--- src/rtl/alu_issue_stage.sv ---
// Single-issue RV32I ALU front end: decodes one R/I-type instruction, drives an
// external ALU for one cycle, writes the register file and holds the result.
module alu_issue_stage (
    input  logic        clk,
    input  logic        rst_n,
    input  logic        in_valid,
    output logic        in_ready,
    input  logic [31:0] in_instr,
    output logic [31:0] alu_lhs,
    output logic [31:0] alu_rhs,
    output logic [3:0]  alu_op,
    input  logic [31:0] alu_res,
    input  logic [3:0]  alu_flags,
    output logic        out_valid,
    input  logic        out_ready,
    output logic [4:0]  out_rd,
    output logic [31:0] out_result,
    output logic [3:0]  out_flags,
    output logic        out_err,
    input  logic [4:0]  dbg_addr,
    output logic [31:0] dbg_data
);

    localparam logic [1:0] S_IDLE  = 2'd0;
    localparam logic [1:0] S_ISSUE = 2'd1;
    localparam logic [1:0] S_WB    = 2'd2;

    localparam logic [6:0] OPC_R = 7'b0110011;
    localparam logic [6:0] OPC_I = 7'b0010011;
    localparam logic [6:0] F7_ALT = 7'b0100000;

    logic [1:0]  r_state;
    logic [31:0] r_rf [32];
    logic [31:0] r_lhs;
    logic [31:0] r_rhs;
    logic [3:0]  r_op;
    logic [4:0]  r_rd;
    logic        r_err;
    logic        r_wen;
    logic [31:0] r_result;
    logic [3:0]  r_flags;

    logic [6:0]  w_opcode;
    logic [4:0]  w_rd;
    logic [2:0]  w_funct3;
    logic [4:0]  w_rs1;
    logic [4:0]  w_rs2;
    logic [6:0]  w_funct7;
    logic [31:0] w_rs1_val;
    logic [31:0] w_rs2_val;
    logic [31:0] w_imm;

    logic        w_legal;
    logic        w_alt;
    logic        w_shift;
    logic [31:0] w_rhs_raw;
    logic [4:0]  w_shamt;
    logic [3:0]  w_op;
    logic [31:0] w_lhs;
    logic [31:0] w_rhs;

    assign w_opcode  = in_instr[6:0];
    assign w_rd      = in_instr[11:7];
    assign w_funct3  = in_instr[14:12];
    assign w_rs1     = in_instr[19:15];
    assign w_rs2     = in_instr[24:20];
    assign w_funct7  = in_instr[31:25];
    assign w_imm     = {{20{in_instr[31]}}, in_instr[31:20]};
    // rf[0] is reset to zero and never written, so it reads as zero directly.
    assign w_rs1_val = r_rf[w_rs1];
    assign w_rs2_val = r_rf[w_rs2];

    // NOTE: every signal assigned in always_comb gets a default first so no latch is inferred.
    always_comb begin
        w_legal   = 1'b0;
        w_alt     = 1'b0;
        w_rhs_raw = 32'd0;
        w_shamt   = 5'd0;
        case (w_opcode)
            OPC_R: begin
                w_alt     = (w_funct7 == F7_ALT);
                w_legal   = (w_funct7 == 7'd0) ||
                            (w_alt && (w_funct3 == 3'b000 || w_funct3 == 3'b101));
                w_rhs_raw = w_rs2_val;
                w_shamt   = w_rs2_val[4:0];
            end
            OPC_I: begin
                // Only shift-immediates reuse instr[31:25] as a function field; addi has no alternate form.
                w_alt     = (w_funct3 == 3'b101) && (w_funct7 == F7_ALT);
                case (w_funct3)
                    3'b001:  w_legal = (w_funct7 == 7'd0);
                    3'b101:  w_legal = (w_funct7 == 7'd0) || (w_funct7 == F7_ALT);
                    default: w_legal = 1'b1;
                endcase
                w_rhs_raw = w_imm;
                w_shamt   = in_instr[24:20];
            end
            default: w_legal = 1'b0;
        endcase

        case (w_funct3)
            3'b000:  w_op = w_alt ? 4'b1000 : 4'b0000;
            3'b101:  w_op = w_alt ? 4'b1001 : 4'b0101;
            default: w_op = {1'b0, w_funct3};
        endcase
        w_shift = (w_funct3 == 3'b001) || (w_funct3 == 3'b101);
        w_rhs   = w_shift ? {27'd0, w_shamt} : w_rhs_raw;
        w_lhs   = w_rs1_val;

        if (!w_legal) begin
            w_op  = 4'b0000;
            w_lhs = 32'd0;
            w_rhs = 32'd0;
        end
    end

    // NOTE: the register file is cleared by the asynchronous reset, which costs a reset
    // net on every storage bit but guarantees the all-zero state a debug read expects.
    always_ff @(posedge clk or negedge rst_n) begin
        if (!rst_n) begin
            r_state  <= S_IDLE;
            for (int i = 0; i < 32; i++) r_rf[i] <= 32'd0;
            r_lhs    <= 32'd0;
            r_rhs    <= 32'd0;
            r_op     <= 4'd0;
            r_rd     <= 5'd0;
            r_err    <= 1'b0;
            r_wen    <= 1'b0;
            r_result <= 32'd0;
            r_flags  <= 4'd0;
        end else begin
            // NOTE: non-blocking assignments so every register samples pre-edge values.
            case (r_state)
                S_IDLE: begin
                    if (in_valid) begin
                        r_lhs   <= w_lhs;
                        r_rhs   <= w_rhs;
                        r_op    <= w_op;
                        r_rd    <= w_rd;
                        r_err   <= !w_legal;
                        r_wen   <= w_legal && (w_rd != 5'd0);
                        r_state <= S_ISSUE;
                    end
                end
                S_ISSUE: begin
                    r_result <= r_err ? 32'd0 : alu_res;
                    r_flags  <= alu_flags;
                    if (r_wen) r_rf[r_rd] <= alu_res;
                    r_state  <= S_WB;
                end
                S_WB: begin
                    if (out_ready) r_state <= S_IDLE;
                end
                default: r_state <= S_IDLE;
            endcase
        end
    end

    assign in_ready   = (r_state == S_IDLE);
    assign out_valid  = (r_state == S_WB);
    assign alu_lhs    = r_lhs;
    assign alu_rhs    = r_rhs;
    assign alu_op     = r_op;
    assign out_rd     = r_rd;
    assign out_result = r_result;
    assign out_flags  = r_flags;
    assign out_err    = r_err;
    assign dbg_data   = (dbg_addr == 5'd0) ? 32'd0 : r_rf[dbg_addr];

endmodule

--- config.mk ---
export PLATFORM = sky130hd
export DESIGN_NAME = alu_issue_stage
export DESIGN_NICKNAME = d
export VERILOG_FILES = /design/src/rtl/alu_issue_stage.sv
export SDC_FILE = /design/constraint.sdc
export NUM_CORES = 2
export LEC_CHECK = 0
export CORE_MARGIN = 2
export CORE_UTILIZATION = 55
export DETAILED_ROUTE_END_ITERATION = 12
export PLACE_DENSITY_LB_ADDON = 0.1
export SYNTH_ARGS = -nofsm -noshare
export SYNTH_HDL_FRONTEND = slang
export SYNTH_SLANG_ARGS = --single-unit
export TNS_END_PERCENT = 50
--- constraint.sdc ---
create_clock -name clk -period 3.8 [get_ports clk]
set_input_delay 0.76 -clock clk [delete_from_list [all_inputs] [get_ports clk]]
set_output_delay 0.76 -clock clk [all_outputs]
set_load 0.03 [all_outputs]
==> results_dict.tcl <==
set metrics [dict create \
    status "finished, final reports clean" \
    yosysTopAreaCell "dfrtp_1" \
    grt_pass1_wl_um 335600 \
    grt_pass1_vias 45860 \
    cts_tree "yes" \
    critPathTopFamily "buffers and inverters" \
    port_buffers 220 \
    yosysWarnings 0 \
    crit_fanout 42 \
    placedCellCount 6001 \
    postSynthCellCount 4427 \
    path_cells "buf_8, buf_12, mux4_2, mux4_2, inv_1, o21ai_0, buf_12" \
    num-fill-cells 8852 \
    drc 0 \
    dr.pass1.iters 6 \
    critPathLaunch "dbg_addr[1]" \
    finalSetupViolCount 0 \
    final_util 0.6355 \
    rr_endpoint "r_rf[294]$_DFFE_PN0P_" \
    grt_max_degree 146 \
    area_growth_pct 14.75 \
    vias 45800 \
    fin_ws_ns 0.004883 \
    ys_seq_area_frac 0.4288 \
    dp_hpwl_um 137600 \
    worst_pin_slew_ns 1.299 \
    yosys_most_used_dff "dfrtp_1" \
    fmax_mhz 263.5 \
    syn_area_mm2 0.06636 \
    p_per_area_mw_per_mm2 407.2 \
    drv_slew 0 \
    antenna_found_initial 6 \
    fin_nets 4599 \
    cts-root-buf "clkbuf_16" \
    r2r_start "r_state[0]$_DFFE_PN0P_" \
    fin_cells 6250 \
    ios 221 \
    synth-seq-cells 1137 \
    avgSynthCellArea_um2 14.99 \
    via_per_inst 7.328 \
    dp_slack_ns 0.01415 \
    p_leak_nw 31.60 \
    rsz0062_at_grt "no" \
    drt_iter0_drc 5716 \
    coreArea_mm2 0.1198 \
    reg2reg_setup_slack_ns 0.83 \
    arrival_ns 3.04 \
    max_stage_delay_ns 0.47 \
    synth_edf_count 0 \
    required_ns 3.04 \
    syn-num-nets 4504 \
    relSlewSlack 0.1311 \
    numCtsBuffers 130 \
    die_h_um 351.3 \
    die-area_mm2 0.1234 \
    post_route_cells_drive_above_1_share 0.5285 \
    criticalPathCategory "primary input to output pin" \
    timing.critical_path.to "dbg_data[27]" \
    finClkSkew_ns 0.02545 \
    ir_drop_mv 0.4811 \
    gr-total-overflow 0 \
    period_needed_ns 3.795 \
    cp.depth 7 \
    netlist.area_leader.share 0.4288 \
    cp-end-kind "output pin" \
    slowest_stage "mux4_2" \
    initial_core_util 0.5538 \
    h-tree-depth 4 \
    ys_types 58 \
    fp.dieW_um 351.3 \
    finalHoldViolations 0 \
    cts_buffer_depth 3 \
    setup_tns_ns 0 \
    drt_wl_total_um 230700 \
    clkLatencyLatePin_ns 0.76 \
    clk_pin_slew_worst_paths_ns 0.06 \
    hold_path_class "register to register" \
    gp_congestion 0.8769 \
    synthArstFlopShare 1.000 \
    ant_nets 0 \
    period_share 0.9987 \
    grt_use_total 0.3826 \
    fp-row-count 127 \
    startpoint_type "primary input" \
    max-cap-violations 0 \
    synthTopCellsByArea "dfrtp_1 43%, mux4_2 28%, mux2_2 18%" \
    cts_sinks 1137 \
    drt-wirelength-per-cell_um 36.91 \
    crit_buf_inv 4 \
    rr_worst_depth 7 \
]
-- tightest hold or removal path, cell delays in order, from the launching register on --
cell     delay, ns
dfrtp_1       0.34
nand2_1       0.04
o21ai_0       0.06
-- cell type report --
class	count	area, µm²	share of cell area
clock buffer	184	3801	0.04992
clock inverter	56	742.0	0.009744
multi-input combinational	2763	35910	0.4717
sequential	1137	28450	0.3737
tap	1612	2017	0.02649
antenna	8	20.02	0.0002629
inverter	40	150.1	0.001972
timing repair buffer	450	5046	0.06627
-- power breakdown --
| part | total (mW) | internal (mW) | leakage, nW | switching (mW) |
|---|---|---|---|---|
| combinational | 4.77 | 2.05 | 14.7 | 2.72 |
| clock | 13.4 | 7.97 | 2.22 | 5.38 |
| sequential | 12.9 | 12.5 | 14.7 | 0.379 |
-- metrics by stage --
step	area, µm²	hold WS [ns]	power, mW
detailed placement	71560	0.4674	17.81
finish	76140	0.4750	31.01
CTS	76120	0.4818	31.10
global placement	71560	0.4604	17.75
global route	76130	0.5021	31.96
floorplan	66360	0.4644	15.76
-- cell usage in the layout (no fill, tap or decap), types with 5 or more instances in the layout --
cell type	netlist	routed
dfrtp_1	1137	1136
nor3_1	36	36
buf_4	16	170
and2_1	6	6
a21oi_1	35	35
o21ai_0	100	96
clkinv_8	0	5
inv_6	0	7
clkinv_2	0	20
mux4_2	826	826
diode_2	0	8
o221ai_1	9	9
clkbuf_16	0	134
nor2_4	0	17
o211ai_1	21	21
nand2_1	206	192
a221oi_1	24	24
and3_1	9	9
o21ai_1	29	33
nand2b_1	40	38
buf_8	0	6
nand2_4	0	10
buf_12	0	93
o22ai_1	60	60
inv_1	40	38
bufinv_16	0	14
clkdlybuf4s50_1	0	173
nor2_1	59	42
mux2_2	1068	1068
clkinvlp_4	0	7
nor2b_4	0	6
o31ai_1	8	8
nand3_1	28	27
nor2b_1	11	5
clkbuf_8	0	26
a22oi_1	110	110
mux2i_1	19	19
clkbuf_1	244	24
-- cell families (layout without fill, tap and decap cells) --
group                  count (synthesis)  in the layout  synth area share
multiplexers                        1917           1917            0.4651
flip-flops                          1137           1137            0.4288
buffers and inverters                527            730           0.03481
AND/OR/NAND/NOR                      429            429           0.03021
AO/OA/AOI/OAI                        416            416           0.04095
XOR/XNOR                               1              1         0.0001320
other                                  0              8                 0
-- worst min-delay path by stage --
stage	start	end	slack [ns]	cells past startpoint
floorplan	rst_n	alu_lhs[0]$_DFFE_PN0P_	0.46	0
global placement	out_result[31]$_DFFE_PN0N_	out_result[31]$_DFFE_PN0N_	0.46	2
detailed placement	out_flags[1]$_DFFE_PN0N_	out_flags[1]$_DFFE_PN0N_	0.47	2
CTS	out_result[31]$_DFFE_PN0N_	out_result[31]$_DFFE_PN0N_	0.48	2
global route	alu_op[0]$_DFFE_PN0P_	alu_op[0]$_DFFE_PN0P_	0.50	2
finish	out_result[31]$_DFFE_PN0N_	out_result[31]$_DFFE_PN0N_	0.47	2
-- state kept, by name (all words and copies together) (netlist names) --
register	count
out_flags	4
r_wen	1
alu_lhs	32
r_rf	1024
r_state	2
out_rd	5
out_result	32
alu_rhs	32
out_err	1
alu_op	4
-- Yosys cell counts (all sizes together), types with 3 or more instances --
master	instances
a211o	3
a21oi	35
a221oi	24
a22o	3
a22oi	110
a31oi	3
and2	7
and3	9
and3b	3
buf	243
clkbuf	244
dfrtp	1137
inv	40
mux2	1072
mux2i	19
mux4	826
nand2	206
nand2b	40
nand3	28
nand3b	3
nand4	3
nor2	59
nor2b	11
nor3	36
nor3b	4
nor4	3
o211ai	22
o21ai	129
o221ai	9
o22ai	60
o31ai	8
or2	3
or3	4
or3b	4
-- per-layer routing --
layer,global-route usage,vias to the layer above,share of wire
met4,0.1960,2,0.059
met3,0.09571,620,0.10
li1,-,17750,-
met5,0,-,0.000052
met1,0.5198,24520,0.38
met2,0.5768,2908,0.46
-- repair_timing --
action | in CTS | in global routing
hold buffers | 1 | 0
endpoints found under the hold margin | 24 | 0
setup buffers | 0 | 0
setup endpoints to repair | 0 | 2
gates resized for setup | 0 | 4
Power figures use the tool's default switching activity.
